===== config.mk =====
export PLATFORM = sky130hd
export DESIGN_NAME = dmem_arbiter_flat
export DESIGN_NICKNAME = d
export VERILOG_FILES = /design/src/rtl/dmem_arbiter_if.sv /design/src/rtl/dmem_arbiter.sv /design/src/flat_wrapper.sv
export SDC_FILE = /design/constraint.sdc
export NUM_CORES = 1
export LEC_CHECK = 0
export ABC_AREA = 1
export BUFFER_PORTS_ARGS = -buffer_cell sky130_fd_sc_hd__buf_2
export CAP_MARGIN = 20
export CORE_AREA = 2 2 217 219
export CTS_BUF_LIST = sky130_fd_sc_hd__clkbuf_4 sky130_fd_sc_hd__clkbuf_8
export DETAILED_ROUTE_END_ITERATION = 10
export DIE_AREA = 0 0 219 221
export MAX_ROUTING_LAYER = met4
export PLACE_DENSITY = 0.66
export SETUP_SLACK_MARGIN = 0.3
export SLEW_MARGIN = 10
export SYNTH_ARGS = -nofsm -noshare
export SYNTH_HDL_FRONTEND = slang
export SYNTH_SLANG_ARGS = --single-unit

===== constraint.sdc =====
create_clock -name clk -period 2.5 [get_ports clk]
set_input_delay 0.5 -clock clk [delete_from_list [all_inputs] [get_ports clk]]
set_output_delay 0.5 -clock clk [all_outputs]
set_load 0.005 [all_outputs]

===== src/rtl/dmem_arbiter_if.sv =====
// Request/grant and data-memory port bundle shared by dmem_arbiter and its requesters.
// Handshake: a requester holds *_req and its fields stable until it sees *_gnt high in the
// same cycle; each gnt consumes one request, and a req still high next cycle is a new request.
interface dmem_arbiter_if #(
  parameter int ADDR_W = 12,
  parameter int DATA_W = 32
);
  logic              p_req;
  logic [3:0]        p_we;
  logic [ADDR_W-1:0] p_addr;
  logic [DATA_W-1:0] p_wdata;
  logic              p_gnt;
  logic              p_rvalid;
  logic [DATA_W-1:0] p_rdata;

  logic              s_req;
  logic [3:0]        s_we;
  logic [ADDR_W-1:0] s_addr;
  logic [DATA_W-1:0] s_wdata;
  logic              s_gnt;
  logic              s_rvalid;
  logic [DATA_W-1:0] s_rdata;

  logic              v_req;
  logic              v_is_store;
  logic [ADDR_W-1:0] v_addr0, v_addr1, v_addr2, v_addr3;
  logic [DATA_W-1:0] v_wdata0, v_wdata1, v_wdata2, v_wdata3;
  logic              v_gnt;
  logic              v_done;
  logic [DATA_W-1:0] v_rdata0, v_rdata1, v_rdata2, v_rdata3;

  logic              mem_en;
  logic [3:0]        mem_we;
  logic [ADDR_W-1:0] mem_addr;
  logic [DATA_W-1:0] mem_wdata;
  logic [DATA_W-1:0] mem_rdata;

  modport slave (
    input  p_req, p_we, p_addr, p_wdata,
    output p_gnt, p_rvalid, p_rdata,
    input  s_req, s_we, s_addr, s_wdata,
    output s_gnt, s_rvalid, s_rdata,
    input  v_req, v_is_store, v_addr0, v_addr1, v_addr2, v_addr3,
    input  v_wdata0, v_wdata1, v_wdata2, v_wdata3,
    output v_gnt, v_done, v_rdata0, v_rdata1, v_rdata2, v_rdata3,
    output mem_en, mem_we, mem_addr, mem_wdata,
    input  mem_rdata
  );

  modport master (
    output p_req, p_we, p_addr, p_wdata,
    input  p_gnt, p_rvalid, p_rdata,
    output s_req, s_we, s_addr, s_wdata,
    input  s_gnt, s_rvalid, s_rdata,
    output v_req, v_is_store, v_addr0, v_addr1, v_addr2, v_addr3,
    output v_wdata0, v_wdata1, v_wdata2, v_wdata3,
    input  v_gnt, v_done, v_rdata0, v_rdata1, v_rdata2, v_rdata3,
    input  mem_en, mem_we, mem_addr, mem_wdata,
    output mem_rdata
  );
endinterface


===== src/rtl/dmem_arbiter.sv =====
// Data-memory port arbiter: P > S > V single-word grants, 4-beat vector bursts.
// Optional vector aging is enabled by defining DMEM_ARB_AGING_EN.
module dmem_arbiter #(
  parameter int ADDR_W     = 12,
  parameter int DATA_W     = 32,
  parameter int STARVE_MAX = 8,
  localparam int SW        = $clog2(STARVE_MAX + 1)
) (
  input  logic          clk,
  input  logic          rst,
  dmem_arbiter_if.slave bus,
  output logic [1:0]    o_dbg_state,
  output logic [SW-1:0] o_dbg_starve
);
  localparam logic [1:0] ST_IDLE   = 2'd0;
  localparam logic [1:0] ST_VBURST = 2'd1;
  localparam logic [1:0] ST_VDRAIN = 2'd2;

  logic [1:0]             r_state;
  logic [1:0]             r_beat;
  logic                   r_is_store;
  logic [3:0][ADDR_W-1:0] r_vaddr;
  logic [3:0][DATA_W-1:0] r_vwdata;
  logic [2:0][DATA_W-1:0] r_vbuf;
  logic [3:0][DATA_W-1:0] r_vrdata;
  logic                   r_p_rvalid;
  logic                   r_s_rvalid;
  logic                   r_v_done;

  logic w_idle, w_force_v, w_p_win, w_s_win, w_v_win;

  assign w_idle = (r_state == ST_IDLE);

`ifdef DMEM_ARB_AGING_EN
  logic [SW-1:0] r_starve;
  assign w_force_v = bus.v_req && (r_starve == SW'(STARVE_MAX));

  always_ff @(posedge clk) begin
    if (rst) begin
      r_starve <= '0;
    end else if (w_v_win) begin
      r_starve <= '0;
    end else if (w_idle && bus.v_req && (r_starve != SW'(STARVE_MAX))) begin
      r_starve <= r_starve + 1'b1;
    end
  end
  assign o_dbg_starve = r_starve;
`else
  assign w_force_v    = 1'b0;
  assign o_dbg_starve = '0;
`endif

  assign w_p_win = w_idle && bus.p_req && !w_force_v;
  assign w_s_win = w_idle && bus.s_req && !bus.p_req && !w_force_v;
  assign w_v_win = w_idle && bus.v_req && (w_force_v || (!bus.p_req && !bus.s_req));

  // Beat 0 comes straight from the requester; beats 1..3 from the captured lanes.
  always_comb begin
    bus.mem_en    = 1'b0;
    bus.mem_we    = 4'h0;
    bus.mem_addr  = '0;
    bus.mem_wdata = '0;
    if (w_p_win) begin
      bus.mem_en    = 1'b1;
      bus.mem_we    = bus.p_we;
      bus.mem_addr  = bus.p_addr;
      bus.mem_wdata = bus.p_wdata;
    end else if (w_s_win) begin
      bus.mem_en    = 1'b1;
      bus.mem_we    = bus.s_we;
      bus.mem_addr  = bus.s_addr;
      bus.mem_wdata = bus.s_wdata;
    end else if (w_v_win) begin
      bus.mem_en    = 1'b1;
      bus.mem_we    = bus.v_is_store ? 4'hF : 4'h0;
      bus.mem_addr  = bus.v_addr0;
      bus.mem_wdata = bus.v_wdata0;
    end else if (r_state == ST_VBURST) begin
      bus.mem_en    = 1'b1;
      bus.mem_we    = r_is_store ? 4'hF : 4'h0;
      bus.mem_addr  = r_vaddr[r_beat];
      bus.mem_wdata = r_vwdata[r_beat];
    end
  end

  always_ff @(posedge clk) begin
    if (rst) begin
      r_state    <= ST_IDLE;
      r_beat     <= 2'd0;
      r_is_store <= 1'b0;
      r_vaddr    <= '0;
      r_vwdata   <= '0;
      r_vbuf     <= '0;
      r_vrdata   <= '0;
      r_p_rvalid <= 1'b0;
      r_s_rvalid <= 1'b0;
      r_v_done   <= 1'b0;
    end else begin
      r_p_rvalid <= w_p_win && (bus.p_we == 4'h0);
      r_s_rvalid <= w_s_win && (bus.s_we == 4'h0);
      r_v_done   <= 1'b0;
      case (r_state)
        ST_IDLE: begin
          if (w_v_win) begin
            r_vaddr    <= {bus.v_addr3, bus.v_addr2, bus.v_addr1, bus.v_addr0};
            r_vwdata   <= {bus.v_wdata3, bus.v_wdata2, bus.v_wdata1, bus.v_wdata0};
            r_is_store <= bus.v_is_store;
            r_beat     <= 2'd1;
            r_state    <= ST_VBURST;
          end
        end
        ST_VBURST: begin
          // mem_rdata now holds the previous beat's word.
          if (!r_is_store) r_vbuf[r_beat - 2'd1] <= bus.mem_rdata;
          r_beat <= r_beat + 2'd1;
          if (r_beat == 2'd3) r_state <= ST_VDRAIN;
        end
        ST_VDRAIN: begin
          if (!r_is_store) r_vrdata <= {bus.mem_rdata, r_vbuf[2], r_vbuf[1], r_vbuf[0]};
          r_v_done <= 1'b1;
          r_beat   <= 2'd0;
          r_state  <= ST_IDLE;
        end
        default: r_state <= ST_IDLE;
      endcase
    end
  end

  assign bus.p_gnt    = w_p_win;
  assign bus.s_gnt    = w_s_win;
  assign bus.v_gnt    = w_v_win;
  assign bus.p_rvalid = r_p_rvalid;
  assign bus.s_rvalid = r_s_rvalid;
  assign bus.p_rdata  = r_p_rvalid ? bus.mem_rdata : '0;
  assign bus.s_rdata  = r_s_rvalid ? bus.mem_rdata : '0;
  assign bus.v_done   = r_v_done;
  assign bus.v_rdata0 = r_vrdata[0];
  assign bus.v_rdata1 = r_vrdata[1];
  assign bus.v_rdata2 = r_vrdata[2];
  assign bus.v_rdata3 = r_vrdata[3];
  assign o_dbg_state  = r_state;
endmodule


===== src/flat_wrapper.sv =====
// flat-port wrapper written by rule: the top's interface ports become plain ports
module dmem_arbiter_flat 
#(
  parameter int ADDR_W     = 12,
  parameter int DATA_W     = 32,
  parameter int STARVE_MAX = 8,
  localparam int SW        = $clog2(STARVE_MAX + 1)
)
  (clk, rst, o_dbg_state, o_dbg_starve, bus_p_req, bus_p_we, bus_p_addr, bus_p_wdata, bus_p_gnt, bus_p_rvalid, bus_p_rdata, bus_s_req, bus_s_we, bus_s_addr, bus_s_wdata, bus_s_gnt, bus_s_rvalid, bus_s_rdata, bus_v_req, bus_v_is_store, bus_v_addr0, bus_v_addr1, bus_v_addr2, bus_v_addr3, bus_v_wdata0, bus_v_wdata1, bus_v_wdata2, bus_v_wdata3, bus_v_gnt, bus_v_done, bus_v_rdata0, bus_v_rdata1, bus_v_rdata2, bus_v_rdata3, bus_mem_en, bus_mem_we, bus_mem_addr, bus_mem_wdata, bus_mem_rdata);
  dmem_arbiter_if #(.ADDR_W(ADDR_W), .DATA_W(DATA_W)) bus_i ();
  input  logic clk;
  input  logic rst;
  output logic [1:0] o_dbg_state;
  output logic [SW-1:0] o_dbg_starve;
  input wire logic [$bits(bus_i.p_req)-1:0] bus_p_req;
  input wire logic [$bits(bus_i.p_we)-1:0] bus_p_we;
  input wire logic [$bits(bus_i.p_addr)-1:0] bus_p_addr;
  input wire logic [$bits(bus_i.p_wdata)-1:0] bus_p_wdata;
  output wire logic [$bits(bus_i.p_gnt)-1:0] bus_p_gnt;
  output wire logic [$bits(bus_i.p_rvalid)-1:0] bus_p_rvalid;
  output wire logic [$bits(bus_i.p_rdata)-1:0] bus_p_rdata;
  input wire logic [$bits(bus_i.s_req)-1:0] bus_s_req;
  input wire logic [$bits(bus_i.s_we)-1:0] bus_s_we;
  input wire logic [$bits(bus_i.s_addr)-1:0] bus_s_addr;
  input wire logic [$bits(bus_i.s_wdata)-1:0] bus_s_wdata;
  output wire logic [$bits(bus_i.s_gnt)-1:0] bus_s_gnt;
  output wire logic [$bits(bus_i.s_rvalid)-1:0] bus_s_rvalid;
  output wire logic [$bits(bus_i.s_rdata)-1:0] bus_s_rdata;
  input wire logic [$bits(bus_i.v_req)-1:0] bus_v_req;
  input wire logic [$bits(bus_i.v_is_store)-1:0] bus_v_is_store;
  input wire logic [$bits(bus_i.v_addr0)-1:0] bus_v_addr0;
  input wire logic [$bits(bus_i.v_addr1)-1:0] bus_v_addr1;
  input wire logic [$bits(bus_i.v_addr2)-1:0] bus_v_addr2;
  input wire logic [$bits(bus_i.v_addr3)-1:0] bus_v_addr3;
  input wire logic [$bits(bus_i.v_wdata0)-1:0] bus_v_wdata0;
  input wire logic [$bits(bus_i.v_wdata1)-1:0] bus_v_wdata1;
  input wire logic [$bits(bus_i.v_wdata2)-1:0] bus_v_wdata2;
  input wire logic [$bits(bus_i.v_wdata3)-1:0] bus_v_wdata3;
  output wire logic [$bits(bus_i.v_gnt)-1:0] bus_v_gnt;
  output wire logic [$bits(bus_i.v_done)-1:0] bus_v_done;
  output wire logic [$bits(bus_i.v_rdata0)-1:0] bus_v_rdata0;
  output wire logic [$bits(bus_i.v_rdata1)-1:0] bus_v_rdata1;
  output wire logic [$bits(bus_i.v_rdata2)-1:0] bus_v_rdata2;
  output wire logic [$bits(bus_i.v_rdata3)-1:0] bus_v_rdata3;
  output wire logic [$bits(bus_i.mem_en)-1:0] bus_mem_en;
  output wire logic [$bits(bus_i.mem_we)-1:0] bus_mem_we;
  output wire logic [$bits(bus_i.mem_addr)-1:0] bus_mem_addr;
  output wire logic [$bits(bus_i.mem_wdata)-1:0] bus_mem_wdata;
  input wire logic [$bits(bus_i.mem_rdata)-1:0] bus_mem_rdata;
  assign bus_i.p_req = bus_p_req;
  assign bus_i.p_we = bus_p_we;
  assign bus_i.p_addr = bus_p_addr;
  assign bus_i.p_wdata = bus_p_wdata;
  assign bus_p_gnt = bus_i.p_gnt;
  assign bus_p_rvalid = bus_i.p_rvalid;
  assign bus_p_rdata = bus_i.p_rdata;
  assign bus_i.s_req = bus_s_req;
  assign bus_i.s_we = bus_s_we;
  assign bus_i.s_addr = bus_s_addr;
  assign bus_i.s_wdata = bus_s_wdata;
  assign bus_s_gnt = bus_i.s_gnt;
  assign bus_s_rvalid = bus_i.s_rvalid;
  assign bus_s_rdata = bus_i.s_rdata;
  assign bus_i.v_req = bus_v_req;
  assign bus_i.v_is_store = bus_v_is_store;
  assign bus_i.v_addr0 = bus_v_addr0;
  assign bus_i.v_addr1 = bus_v_addr1;
  assign bus_i.v_addr2 = bus_v_addr2;
  assign bus_i.v_addr3 = bus_v_addr3;
  assign bus_i.v_wdata0 = bus_v_wdata0;
  assign bus_i.v_wdata1 = bus_v_wdata1;
  assign bus_i.v_wdata2 = bus_v_wdata2;
  assign bus_i.v_wdata3 = bus_v_wdata3;
  assign bus_v_gnt = bus_i.v_gnt;
  assign bus_v_done = bus_i.v_done;
  assign bus_v_rdata0 = bus_i.v_rdata0;
  assign bus_v_rdata1 = bus_i.v_rdata1;
  assign bus_v_rdata2 = bus_i.v_rdata2;
  assign bus_v_rdata3 = bus_i.v_rdata3;
  assign bus_mem_en = bus_i.mem_en;
  assign bus_mem_we = bus_i.mem_we;
  assign bus_mem_addr = bus_i.mem_addr;
  assign bus_mem_wdata = bus_i.mem_wdata;
  assign bus_i.mem_rdata = bus_mem_rdata;
  dmem_arbiter #(.ADDR_W(ADDR_W), .DATA_W(DATA_W), .STARVE_MAX(STARVE_MAX)) u_core (.clk(clk), .rst(rst), .bus(bus_i), .o_dbg_state(o_dbg_state), .o_dbg_starve(o_dbg_starve));
endmodule

Word level (Yosys, flattened, before mapping). Cells that the tools add are included.

$add $sub $neg: 2. Bitwise gates (word level): 1. $lt $le $gt $ge: 3. Mux-type cells: 32. Reductions and logical operators: 20. Equal/unequal tests: 5.

Operators by type and width (count): $mux 32 (8); $bwmux 96 (1); $bmux 32 s2 (1); $demux 32 s2 (1); $mux 12 (5); $bmux 12 s2 (1); $mux 4 (6); $reduce_and 2->1 (5); $logic_and 1x1->1 (9); $logic_not 4->1 (2); $lt 2x3->1 const B (2); $pmux 2 s3 (1); $mux 1 (5); $eq 2x2->1 const B (2); $mux 2 (2); $ne 2x2->1 const B (2); $pmux 2 s2 (1); $reduce_bool 3->1 (1); $add 2x1->2 const B (1); $eq 2x1->1 const B (1); $ge 2x1->1 const B (1); $logic_not 1->1 (2); $logic_not 2->1 (1); $sub 2x1->2 const B (1); $not 1->1 (1).

Output and inout bits: 253. Bits of input ports: 310. Word-level logic and storage cells: 84. Register bits: 408.

Depth between registers and ports, before layout. Gate-level depths: netlist (run 1).

Word-level depth: 6. Depth in mapped cells: 12. Depth with buffers taken out: 10.

Least setup slack after synthesis (run 1). Ideal clock, no wire load.

Path kind: reg2out. Start: register u_core.r_state[0] (netlist: u_core.o_dbg_state[0]). End: output port bus_mem_addr[0]. Arrival time: 1.561 ns. Required time: 2.000 ns. Buffers on the path: 2. Stages on the path, launching flop included: 12. Slack: 0.439 ns. Cell sequence: dfxtp_1 inv_1 ha_1 nand2_1 inv_2 buf_4 a21oi_4 buf_6 nand2_1 nand2_1 nand2_1 nand2_1.

Word-level cells in the longest chain between the ends: 6. Elaborated cells on any way between the ends: 11. Those cells by class: eq/ne (1); mux (4); reduce/logical (6).

RTL lines: from (decl) (RTL line dmem_arbiter.sv:19) `logic [1:0] r_state;`; from (signal assigned) (RTL line dmem_arbiter.sv:88) `r_state <= ST_IDLE;`; from (signal assigned) (RTL line dmem_arbiter.sv:109) `r_state <= ST_VBURST;`; from (signal assigned) (RTL line dmem_arbiter.sv:116) `if (r_beat == 2'd3) r_state <= ST_VDRAIN;`; $logic_not 2->1 (RTL line dmem_arbiter.sv:32) `assign w_idle = (r_state == ST_IDLE);`; $logic_and 1x1->1 (2 in a row) (RTL line dmem_arbiter.sv:55) `assign w_v_win = w_idle && bus.v_req && (w_force_v || (!bus.p_req && !bus.s_req));`; $mux 12 (RTL line dmem_arbiter.sv:73) `end else if (w_v_win) begin`; $mux 12 (RTL line dmem_arbiter.sv:68) `end else if (w_s_win) begin`; $mux 12 * (RTL line dmem_arbiter.sv:63) `if (w_p_win) begin`; to (decl) (RTL line flat_wrapper.sv:47) `output wire logic [$bits(bus_i.mem_addr)-1:0] bus_mem_addr;`.

Mark *: on every way between the ends. The rest lies on a longest branch, timed or not.

Worst setup path after layout (run 1).
Start: register u_core.r_state[1] (netlist: u_core.o_dbg_state[1]). End: output port bus_mem_wdata[11].

Word-level cells in the longest chain between the ends: 6. Elaborated cells on any way between the ends: 11. Those cells by class: eq/ne (1); mux (4); reduce/logical (6).

RTL lines: $logic_not 2->1 (RTL line dmem_arbiter.sv:32); $logic_and 1x1->1 (2 in a row) (RTL line dmem_arbiter.sv:55); $mux 32 (RTL line dmem_arbiter.sv:73); $mux 32 (RTL line dmem_arbiter.sv:68); $mux 32 * (RTL line dmem_arbiter.sv:63); to (decl) (RTL line flat_wrapper.sv:48) `output wire logic [$bits(bus_i.mem_wdata)-1:0] bus_mem_wdata;`.

Marked as above.

==> results.md, run 1 <==
* Setup_tns at -12.86 ns
* Clock share of power at 33.7%
* Die W at 219 um
* Max-slew violations at 0
* TritonCTS clock tree: yes
* CTS Buffer Depth at 3
* Status: complete, but fails checks
* Hold path start: bus_p_we[0]
* Die Footprint at 48,400 um^2
* Type of the worst min-delay path: in2reg
* Synth cell types at 25
* WHS Endpoint: u_core.bus.p_rvalid
* Worst Max-Slew Pin Slew at 0.668 ns
* Layout cells sized above 1 at 27.1%
* Switching Fraction at 32.5%
* Most frequent cells in the layout: 564 x nand2_1, 556 x buf_2, 404 x dfxtp_1, 393 x inv_1, 371 x a21oi_1
* Synth Register Bits at 408
* Reg clk slew, reported paths at 0.06 ns
* Post-DRT Antenna Nets at 0
* WHS Path Cells at 4
* Crit-path max cell delay at 0.35 ns
* Post-Synthesis Cell Area at 18,000 um^2
* Cells after DPL at 3,696
* Vias in the first global route at 17,100
* Critical path data arrival time at 2.32 ns
* Layout Cells excl Fill at 3,903
* Critical path's top delay family: buffers and inverters
* Cells after synthesis at 2,673
* First-pass GRT wire length at 98,000 um
* Total GRT Usage at 27.0%
* Tmin final at 2.82 ns
* Worst Setup Start Kind: flop
* CP max FO at 5
* First DRT Iteration DRCs at 1,347
* DPL Wire Length at 44,400 um
* DRC viols at 0
* GP Congestion at 0.974
* RSZ-0062 raised after global routing: yes
* CP Capture Type: primary output
* Critical path startpoint: u_core.o_dbg_state[1]
* PwrDens at 798 nW/um^2
* Chip height at 221 um
* CP bufs+invs at 5
* Power consumption at 19.4 mW
* Cell repeated most along the worst path: nand2_1
* Layout area overhead at 35.3%
* GRT Residual Overflow at 0
* Sequential share of power at 38.1%
* Filler instances at 4,585
* Setup ws final at -0.321 ns
* Required @ worst endpoint at 2.00 ns
* Seq/Total Area, Yosys at 45.4%
* Starting Density at 39.1%
* Final Hold Violating Endpoints at 0
* Initial antenna violation count at 26
* Final Core Density at 52.9%
* Hold buffer count at cts at 0
* Port buffer count at 558
* Rows at 79
* Period Utilization, post-route at 113%
* Core ar. at 46,100 um^2
* Largest net degree at the start of global routing at 94
* Ordered cell list for the critical path: inv_4 -> ha_4 -> nand2_4 -> inv_8 -> a21oi_4 -> buf_6 -> clkbuf_16 -> nand2_1 -> nand2_1 -> nand2_1 -> nand2_1 -> buf_2
* Worst path slowest cell: dfxtp_2
* Total iterations of the first detailed-routing run at 5
* Clock skew at 0.0147 ns
* Final net count at 3,533
* CTS root buf: clkbuf_8
* Cell internal pwr at 13.1 mW
* Max-cap violations at 0
* Syn avg cell area at 6.73 um^2
* Fmax achieved at 354 MHz
* R2R Path End: u_core.r_vwdata[105]
* I/O Pins at 563
* Final setup viols at 50
* VDD IR max at 0.000494 V
* FF-to-FF setup slack at 0.33 ns
* # H-tree levels at 3
* Setup CP Type: reg2out
* Synth Warn # at 0
* Routed WL at 67,600 um
* Total CTS buffers at 72
* Lkg Pwr at 12.2 nW
* Worst relative slew slack at 55.5%
* Wire per inst at 17.3 um
* Via density at 4.88
* P_sw at 6.32 mW
* Vias at 19,000
* Worst Reg-to-Reg Cells at 13
* Gate power share at 28.3%
* Worst-skew pair later-pin latency at 0.62 ns
* Most common cell after layout, fill and taps aside: nand2_1
* Clock net sink count at 408
* Worst R2R Start: u_core.o_dbg_state[1]
* Failing checks: setup timing
## metrics by stage
step,area [um^2],worst slack [ns],hold slack [ns]
floorplan,18000,0.439,0.429
global placement,21400,0.244,0.436
detailed placement,21400,0.232,0.441
CTS,23700,-0.306,0.0806
global route,24400,-0.397,0.115
finish,24400,-0.321,0.140
## state kept, by name, indices dropped and copies added, names as in the netlist, 2 cells and up
register and cells:
u_core.r_vwdata 128, u_core.bus.v_rdata2 32, u_core.o_dbg_state 2, u_core.bus.v_rdata0 32, u_core.bus.v_rdata1 32, u_core.r_vaddr 48
u_core.bus.v_rdata3 32, u_core.r_beat 2, u_core.r_vbuf 96
## worst register-to-register path, stage by stage (launching register included)
cell and delay, ns:
dfxtp_2 0.33, inv_4 0.07, ha_4 0.18, nand2_4 0.08, inv_8 0.10, buf_4 0.13
buf_12 0.14, nand2_8 0.07, buf_4 0.16, buf_16 0.13, buf_12 0.17, buf_6 0.19
o21ai_0 0.22, a21oi_1 0.06
## layout make-up
| type | count | area [um^2] | share of cell area, % |
|---|---|---|---|
| inverter | 404 | 1550 | 6.37 |
| timing repair inverter | 1 | 11.3 | 0.0462 |
| antenna | 26 | 65.1 | 0.267 |
| multi-input combinational | 1668 | 7830 | 32.2 |
| clock buffer | 118 | 1430 | 5.87 |
| timing repair buffer | 660 | 4430 | 18.2 |
| tap | 607 | 759 | 3.12 |
| clock inverter | 11 | 100 | 0.411 |
| sequential | 408 | 8180 | 33.6 |
## layer usage
metal	vias up	track usage, %	part of all wire [%]
met5	-	-	0
met4	0	11.6	4.4
met3	140	7.04	7.8
met2	722	45.0	49
met1	8632	30.3	39
li1	9543	-	-
## cell families (layout without fill, tap and decap cells)
logic type | after synthesis | count (layout) | share of synthesized area, %
AO/OA/AOI/OAI | 740 | 740 | 20.6
adder cells (fa/ha/maj) | 8 | 8 | 0.556
buffers and inverters | 600 | 1194 | 13.2
flip-flops | 408 | 408 | 45.4
other | 1 | 30 | 0.0208
AND/OR/NAND/NOR | 916 | 916 | 20.2
## cell usage after synthesis
master	instances	share of area (%)
a21oi_1	375	10
a21oi_4	1	0.090
buf_1	5	0.10
buf_2	50	1.4
buf_4	6	0.25
buf_6	5	0.31
clkbuf_1	126	2.6
clkbuf_2	4	0.11
clkinv_1	1	0.021
conb_1	1	0.021
dfxtp_1	408	45
ha_1	8	0.56
inv_1	396	8.3
inv_2	7	0.15
nand2_1	607	13
nand2_2	1	0.035
nand3_1	138	3.8
nand4_1	2	0.070
nor2_1	163	3.4
nor2_2	1	0.035
nor3_1	2	0.056
nor4_1	1	0.035
o21ai_0	359	10
o21ai_1	5	0.14
or2_2	1	0.035
## power groups by stage
stage | clock network (mW) | logic [mW] | registers (mW)
after floorplan | 0 | 2.67 | 7.51
after global placement | 0 | 4.47 | 7.50
after detailed placement | 0 | 4.49 | 7.52
after CTS | 6.66 | 5.16 | 7.39
after global routing | 6.97 | 6.04 | 7.46
final | 6.54 | 5.50 | 7.40
## worst max-delay path by stage
stage	end	slack, ns	depth (start not counted)
after global routing	bus_mem_addr[2]	-0.40	12
after CTS	bus_mem_wdata[26]	-0.31	12
after global placement	bus_mem_we[2]	0.24	8
final	bus_mem_wdata[11]	-0.32	12
after floorplan	bus_mem_addr[0]	0.44	11
after detailed placement	bus_mem_we[2]	0.23	10
## repair_timing
action,CTS,global route
cloned,15,10
buffers inserted,18,9
pin swaps,11,12
gates resized for setup,85,87
setup endpoints to repair,52,143
No activity file was read; power rests on OpenSTA's default activity.
==> run 2, diff against run 1 <==
--- a/config.mk
+++ b/config.mk
@@ -14,7 +14,6 @@
 export DIE_AREA = 0 0 219 221
 export MAX_ROUTING_LAYER = met4
 export PLACE_DENSITY = 0.66
-export SETUP_SLACK_MARGIN = 0.3
 export SLEW_MARGIN = 10
 export SYNTH_ARGS = -nofsm -noshare
 export SYNTH_HDL_FRONTEND = slang
==> results.md, run 2 (synthesis results as in run 1) <==
* Post-DRT Antenna Nets at 0 (unchanged)
* DRC viols at 0 (unchanged)
* Worst Max-Slew Pin Slew at 0.658 ns (-0.0104 ns)
* GRT Residual Overflow at 0 (unchanged)
* Max-cap violations at 0 (unchanged)
* Clock skew at 0.0156 ns (+0.000922 ns)
* PwrDens at 798 nW/um^2 (about the same)
* Via density at 4.83 (-0.92%)
* Type of the worst min-delay path: in2reg
* Reg clk slew, reported paths at 0.06 ns (about the same)
* FF-to-FF setup slack at 0.27 ns (-0.06 ns)
* # H-tree levels at 3 (unchanged)
* Total CTS buffers at 72 (unchanged)
* Required @ worst endpoint at 2.00 ns (about the same)
* Register area at 8180 um^2 (unchanged)
* Max-slew violations at 0 (unchanged)
* Lkg Pwr at 12.2 nW (+0.46%)
* GP Congestion at 0.974 (unchanged)
* Port buffer count at 558 (unchanged)
* Layout cells sized above 1 at 28.0% (+0.86 points)
* CP max FO at 5 (unchanged)
* Multi-input logic area at 7980 um^2 (+1.9%)
* RSZ-0062 raised after global routing: yes
* Critical path capture point: bus_mem_wdata[11]
* Max reg flops at 128 (unchanged)
* First-pass GRT wire length at 97,200 um (-0.83%)
* R2R Path End: u_core.r_vwdata[126]
* Routed WL at 66,200 um (-2.2%)
* Final Core Density at 52.6% (-0.24 points)
* Final setup viols at 50 (unchanged)
* Setup CP Type: reg2out
* Most flop-heavy register: u_core.r_vwdata
* Most common cell after layout, fill and taps aside: buf_2
* DPL Wire Length at 44,400 um (unchanged)
* Filler instances at 4,585 (unchanged)
* Tmin final at 2.83 ns (+0.00879 ns)
* I/O Pins at 563 (unchanged)
* Status: complete, but fails checks
* Core ar. at 46,100 um^2 (unchanged)
* Vias in the first global route at 17,000 (-0.46%)
* CTS root buf: clkbuf_8
* Total iterations of the first detailed-routing run at 5 (unchanged)
* Starting Density at 39.1% (unchanged)
* Fmax achieved at 353 MHz (-0.31%)
* Layout area overhead at 34.7%
* Most frequent cells in the layout: 557 x buf_2, 526 x nand2_1, 404 x dfxtp_1, 392 x inv_1, 371 x a21oi_1
* CTS Buffer Depth at 3 (unchanged)
* Post-Place Setup Slack at 0.232 ns (unchanged)
* Critical path startpoint: u_core.o_dbg_state[1]
* Worst Reg-to-Reg Cells at 13 (unchanged)
* VDD IR max at 0.000494 V (about the same)
* Rows at 79 (unchanged)
* Die W at 219 um (unchanged)
* Worst-skew pair later-pin latency at 0.62 ns (about the same)
* Worst R2R Start: u_core.o_dbg_state[1]
* Final net count at 3,522 (-0.31%)
* Period Utilization, post-route at 113% (+0.35 points)
* Power consumption at 19.4 mW (-0.37%)
* Failing checks: setup timing
* Cells after DPL at 3,696 (unchanged)
* Setup ws final at -0.330 ns (-0.00879 ns)
* Chip height at 221 um (unchanged)
* TritonCTS clock tree: yes
* Wire per inst at 17.0 um (-1.9%)
* Largest regs: u_core.r_vwdata: 128 flops, u_core.r_vbuf: 96 flops, u_core.r_vaddr: 48 flops
* Critical path data arrival time at 2.33 ns (about the same)
* Worst Setup Start Kind: flop
* Layout Cells excl Fill at 3,892 (-0.28%)
* Largest net degree at the start of global routing at 94 (unchanged)
* Worst relative slew slack at 56.1% (+0.69 points)
* Total GRT Usage at 26.7% (-0.26 points)
* Initial antenna violation count at 26 (unchanged)
* Die Footprint at 48,400 um^2 (unchanged)
* CP Capture Type: primary output
* Vias at 18,800 (-1.2%)
* Hold path start: bus_p_we[0]
* Clock net sink count at 408 (unchanged)
* Final Hold Violating Endpoints at 0 (unchanged)
* First DRT Iteration DRCs at 1,346 (-0.074%)
-- run 2: cell types whose count changed in the layout (fill, tap and decap cells not counted), moves of 3 or more --
cell and delta:
nand2_2 +23, buf_4 +5, clkbuf_16 -3, nand2_1 -38
buf_6 -12, nand2_4 +15, buf_16 -5, o21ai_0 +21
o21ai_1 -20
-- run 2: worst min-delay path by stage --
stage	to	slack [ns]	cells past startpoint
6_report	u_core.bus.p_rvalid	0.14	4
5_1_grt	u_core.bus.p_rvalid	0.11	4
4_1_cts	u_core.bus.p_rvalid	0.08	4
3_5_place_dp	u_core.bus.v_rdata0[27]	0.44	2
3_3_place_gp	u_core.bus.v_rdata1[24]	0.44	2
2_1_floorplan	u_core.r_vaddr[12]	0.43	2
-- run 2: critical path, stage by stage, from the launching register on --
cell	delay, ns
dfxtp_2	0.35
inv_4	0.05
ha_4	0.18
nand2_4	0.09
inv_8	0.06
a21oi_4	0.25
buf_8	0.19
clkbuf_16	0.18
nand2_4	0.06
nand2_2	0.06
nand2_1	0.04
nand2_1	0.08
buf_2	0.12
-- run 2: metal layers --
metal | share of wire, % | GRT usage, %
met5 | 0 | -
met4 | 4.5 | 11.4
met1 | 39 | 30.1
met3 | 7.9 | 7.04
met2 | 48 | 44.5
-- run 2: cell type report --
cell class	count	area share [%]
repair inverters	1	0.0464
clock buffers	118	5.90
clock inverters	11	0.413
repair buffers	649	17.2
multi-input cells	1668	32.9
flip-flops and latches	408	33.7
well taps	607	3.13
inverters	404	6.38
diodes	26	0.268
-- run 2: power by group --
group / leakage (nW) / switching, mW / total, mW / internal (mW)
clock network: 0.822 / 2.81 / 6.54 / 3.73
registers: 3.31 / 0.248 / 7.40 / 7.15
logic: 8.10 / 3.27 / 5.42 / 2.15
total: 12.2 / 6.33 / 19.4 / 13.0
-- run 2: through the flow --
stage | TNS (ns) | cell area, um^2 | hold slack (ns)
final | -12.46 | 24200 | 0.139
after global routing | -17.48 | 24200 | 0.114
after global placement | 0 | 21400 | 0.436
after detailed placement | 0 | 21400 | 0.441
after floorplan | 0 | 18000 | 0.429
after CTS | -13.09 | 23600 | 0.0806
-- run 2: repair_timing --
action | CTS | global route
buffers inserted | 15 | 7
cloned | 12 | 7
endpoints found under the setup margin | 51 | 50
resized for setup | 77 | 106
pin swaps | 11 | 52
hold buffers | 0 | 0
==> run 3, diff against run 2 <==
--- a/config.mk
+++ b/config.mk
@@ -14,6 +14,8 @@
 export DIE_AREA = 0 0 219 221
 export MAX_ROUTING_LAYER = met4
 export PLACE_DENSITY = 0.66
+export REMOVE_ABC_BUFFERS = 1
+export SKIP_CTS_REPAIR_TIMING = 1
 export SLEW_MARGIN = 10
 export SYNTH_ARGS = -nofsm -noshare
 export SYNTH_HDL_FRONTEND = slang
==> results.md, run 3 (synthesis results as in run 1) <==
* Wire per inst at 16.0 um (-6.1%)
* Port buffer count at 558 (unchanged)
* CP max FO at 7 (+2)
* Final net count at 3,513 (-0.26%)
* RSZ-0062 raised after global routing: yes
* Setup CP Type: reg2out
* Most flop-heavy register: u_core.r_vwdata
* CTS root buf: clkbuf_8
* VDD IR max at 0.000392 V (-21%)
* Largest regs: u_core.r_vwdata: 128 flops, u_core.r_vbuf: 96 flops, u_core.r_vaddr: 48 flops
* Critical path's top delay family: buffers and inverters
* R2R Path End: u_core.r_beat[1]
* Final Core Density at 51.6% (-1.0 points)
* Worst-skew pair later-pin latency at 0.62 ns (about the same)
* Largest net degree at the start of global routing at 163 (+73%)
* Register area at 8180 um^2 (about the same)
* Multi-input logic area at 7890 um^2 (-1.2%)
* Worst path slowest cell: dfxtp_2
* Final Cell Area at 23,800 um^2 (-1.9%)
* Placed Area at 21,400 um^2 (+0.37%)
* Worst Reg-to-Reg Cells at 11 (-2)
* Routed WL at 61,600 um (-6.8%)
* I/O Pins at 563 (unchanged)
* Core ar. at 46,100 um^2 (unchanged)
* WHS Endpoint: u_core.r_vwdata[91]
* Total CTS buffers at 71 (-1.4%)
* Layout cells sized above 1 at 26.6% (-1.4 points)
* Total iterations of the first detailed-routing run at 7 (+2)
* Cells after DPL at 3,703 (+0.19%)
* Type of the worst min-delay path: in2reg
* Status: complete, but fails checks
* Post-Place Setup Slack at 0.0831 ns (-0.149 ns)
* Rows at 79 (unchanged)
* Clock skew at 0.0331 ns (+0.0174 ns)
* Cell repeated most along the worst path: nand2_1
* Max-slew violations at 0 (unchanged)
* DPL Wire Length at 40,300 um (-9.3%)
* Starting Density at 39.1% (unchanged)
* Final hold slack at 0.160 ns (+0.0212 ns)
* # H-tree levels at 3 (unchanged)
* Die Footprint at 48,400 um^2 (unchanged)
* Worst relative slew slack at 52.2% (-3.9 points)
* GP Congestion at 0.855 (-12%)
* Layout Cells excl Fill at 3,862 (-0.77%)
* Most common cell after layout, fill and taps aside: nand2_1
* Ordered cell list for the critical path: inv_2 -> ha_4 -> nand2_4 -> inv_8 -> a21oi_4 -> buf_6 -> buf_6 -> nand2_1 -> nand2_1 -> nand2_1 -> nand2_1 -> buf_2
* DRC viols at 0 (unchanged)
* Worst Max-Slew Pin Slew at 0.710 ns (+0.0525 ns)
* GRT Residual Overflow at 0 (unchanged)
* Reg clk slew, reported paths at 0.06 ns (about the same)
* FF-to-FF setup slack at 0.41 ns (+0.14 ns)
* Max-cap violations at 0 (unchanged)
* Setup_tns at -8.17 ns (+4.29 ns)
* Max reg flops at 128 (unchanged)
* CTS Buffer Depth at 3 (unchanged)
* Required @ worst endpoint at 2.00 ns (about the same)
* Die W at 219 um (unchanged)
* WHS Path Cells at 3 (-1)
* Worst Setup Start Kind: flop
* Initial antenna violation count at 13 (-50%)
* Failing checks: setup timing
* First DRT Iteration DRCs at 1,149 (-15%)
* CP bufs+invs at 5 (unchanged)
* Tmin final at 2.74 ns (-0.0942 ns)
* Clock net sink count at 408 (unchanged)
* Setup ws final at -0.236 ns (+0.0942 ns)
* Total GRT Usage at 23.9% (-2.9 points)
* First-pass GRT wire length at 89,600 um (-7.7%)
* Chip height at 221 um (unchanged)
* Hold path start: bus_v_wdata2[27]
* Post-DRT Antenna Nets at 0 (unchanged)
* Fmax achieved at 366 MHz (+3.4%)
* CP Capture Type: primary output
* Final Hold Violating Endpoints at 0 (unchanged)
* Final setup viols at 48 (-4.0%)
* Critical path data arrival time at 2.24 ns (-0.09 ns)
* Vias in the first global route at 16,700 (-2.3%)
* Power consumption at 18.7 mW (-3.6%)
* Lkg Pwr at 11.8 nW (-3.2%)
* Layout area overhead at 32.1%
* Vias at 18,400 (-2.2%)
* Worst R2R Start: u_core.o_dbg_state[1]
* Via density at 4.76 (-1.4%)
* Most frequent cells in the layout: 570 x nand2_1, 557 x buf_2, 403 x dfxtp_1, 391 x inv_1, 371 x a21oi_1
* Crit-path max cell delay at 0.34 ns (about the same)
* PwrDens at 785 nW/um^2 (-1.7%)
* TritonCTS clock tree: yes
* Period Utilization, post-route at 109% (-3.8 points)
* Filler instances at 4,746 (+3.5%)
## run 3: cell types whose count changed in the layout (fill, tap and decap cells not counted), sizes merged
cell      delta
clkinvlp     +1
clkbuf      -11
inv          -1
clkinv       +1
bufbuf       -4
diode       -13
buf          -3
## run 3: final cells by class
cell class                      count  share of cell area [%]
Antenna cell                       13                   0.137
Clock buffer                      107                    5.54
Clock inverter                     13                   0.474
Inverter                          404                    6.52
Multi-Input combinational cell   1668                    33.2
Sequential cell                   408                    34.4
Tap cell                          607                    3.19
Timing Repair Buffer              642                    16.6
## run 3: power by group
part,switching (mW),leakage [nW],internal [mW]
logic,3.10,7.76,1.97
clock network,2.74,0.762,3.47
registers,0.237,3.31,7.15
total,6.08,11.8,12.6
## run 3: worst max-delay path by stage
| stage | startpoint | to | slack (ns) | cells past startpoint |
|---|---|---|---|---|
| after floorplan | bus_p_req | bus_mem_we[0] | -3.33 | 6 |
| after global placement | u_core.o_dbg_state[0] | bus_mem_wdata[5] | 0.12 | 11 |
| after detailed placement | u_core.o_dbg_state[0] | bus_mem_wdata[5] | 0.08 | 12 |
| after CTS | u_core.o_dbg_state[0] | bus_mem_wdata[5] | -0.62 | 12 |
| after global routing | u_core.o_dbg_state[0] | bus_mem_wdata[10] | -0.34 | 13 |
| final | u_core.o_dbg_state[1] | bus_mem_wdata[9] | -0.24 | 12 |
## run 3: routing by layer
metal | wire [um] | global-route usage [%] | vias to the layer above
met1 | 26200 | 29.3 | 8192
met2 | 29300 | 39.2 | 616
li1 | - | - | 9475
met4 | 1810 | 7.72 | 0
met5 | 0 | - | -
met3 | 4360 | 4.73 | 111
## run 3: worst register-to-register path, stage by stage, from the launching register on
cell     delay, ns
dfxtp_2       0.34
inv_2         0.05
ha_4          0.18
nand2_4       0.08
inv_8         0.05
buf_12        0.12
nand2_8       0.13
buf_4         0.14
buf_4         0.35
o21ai_0       0.27
o21ai_0       0.21
nor2_1        0.06
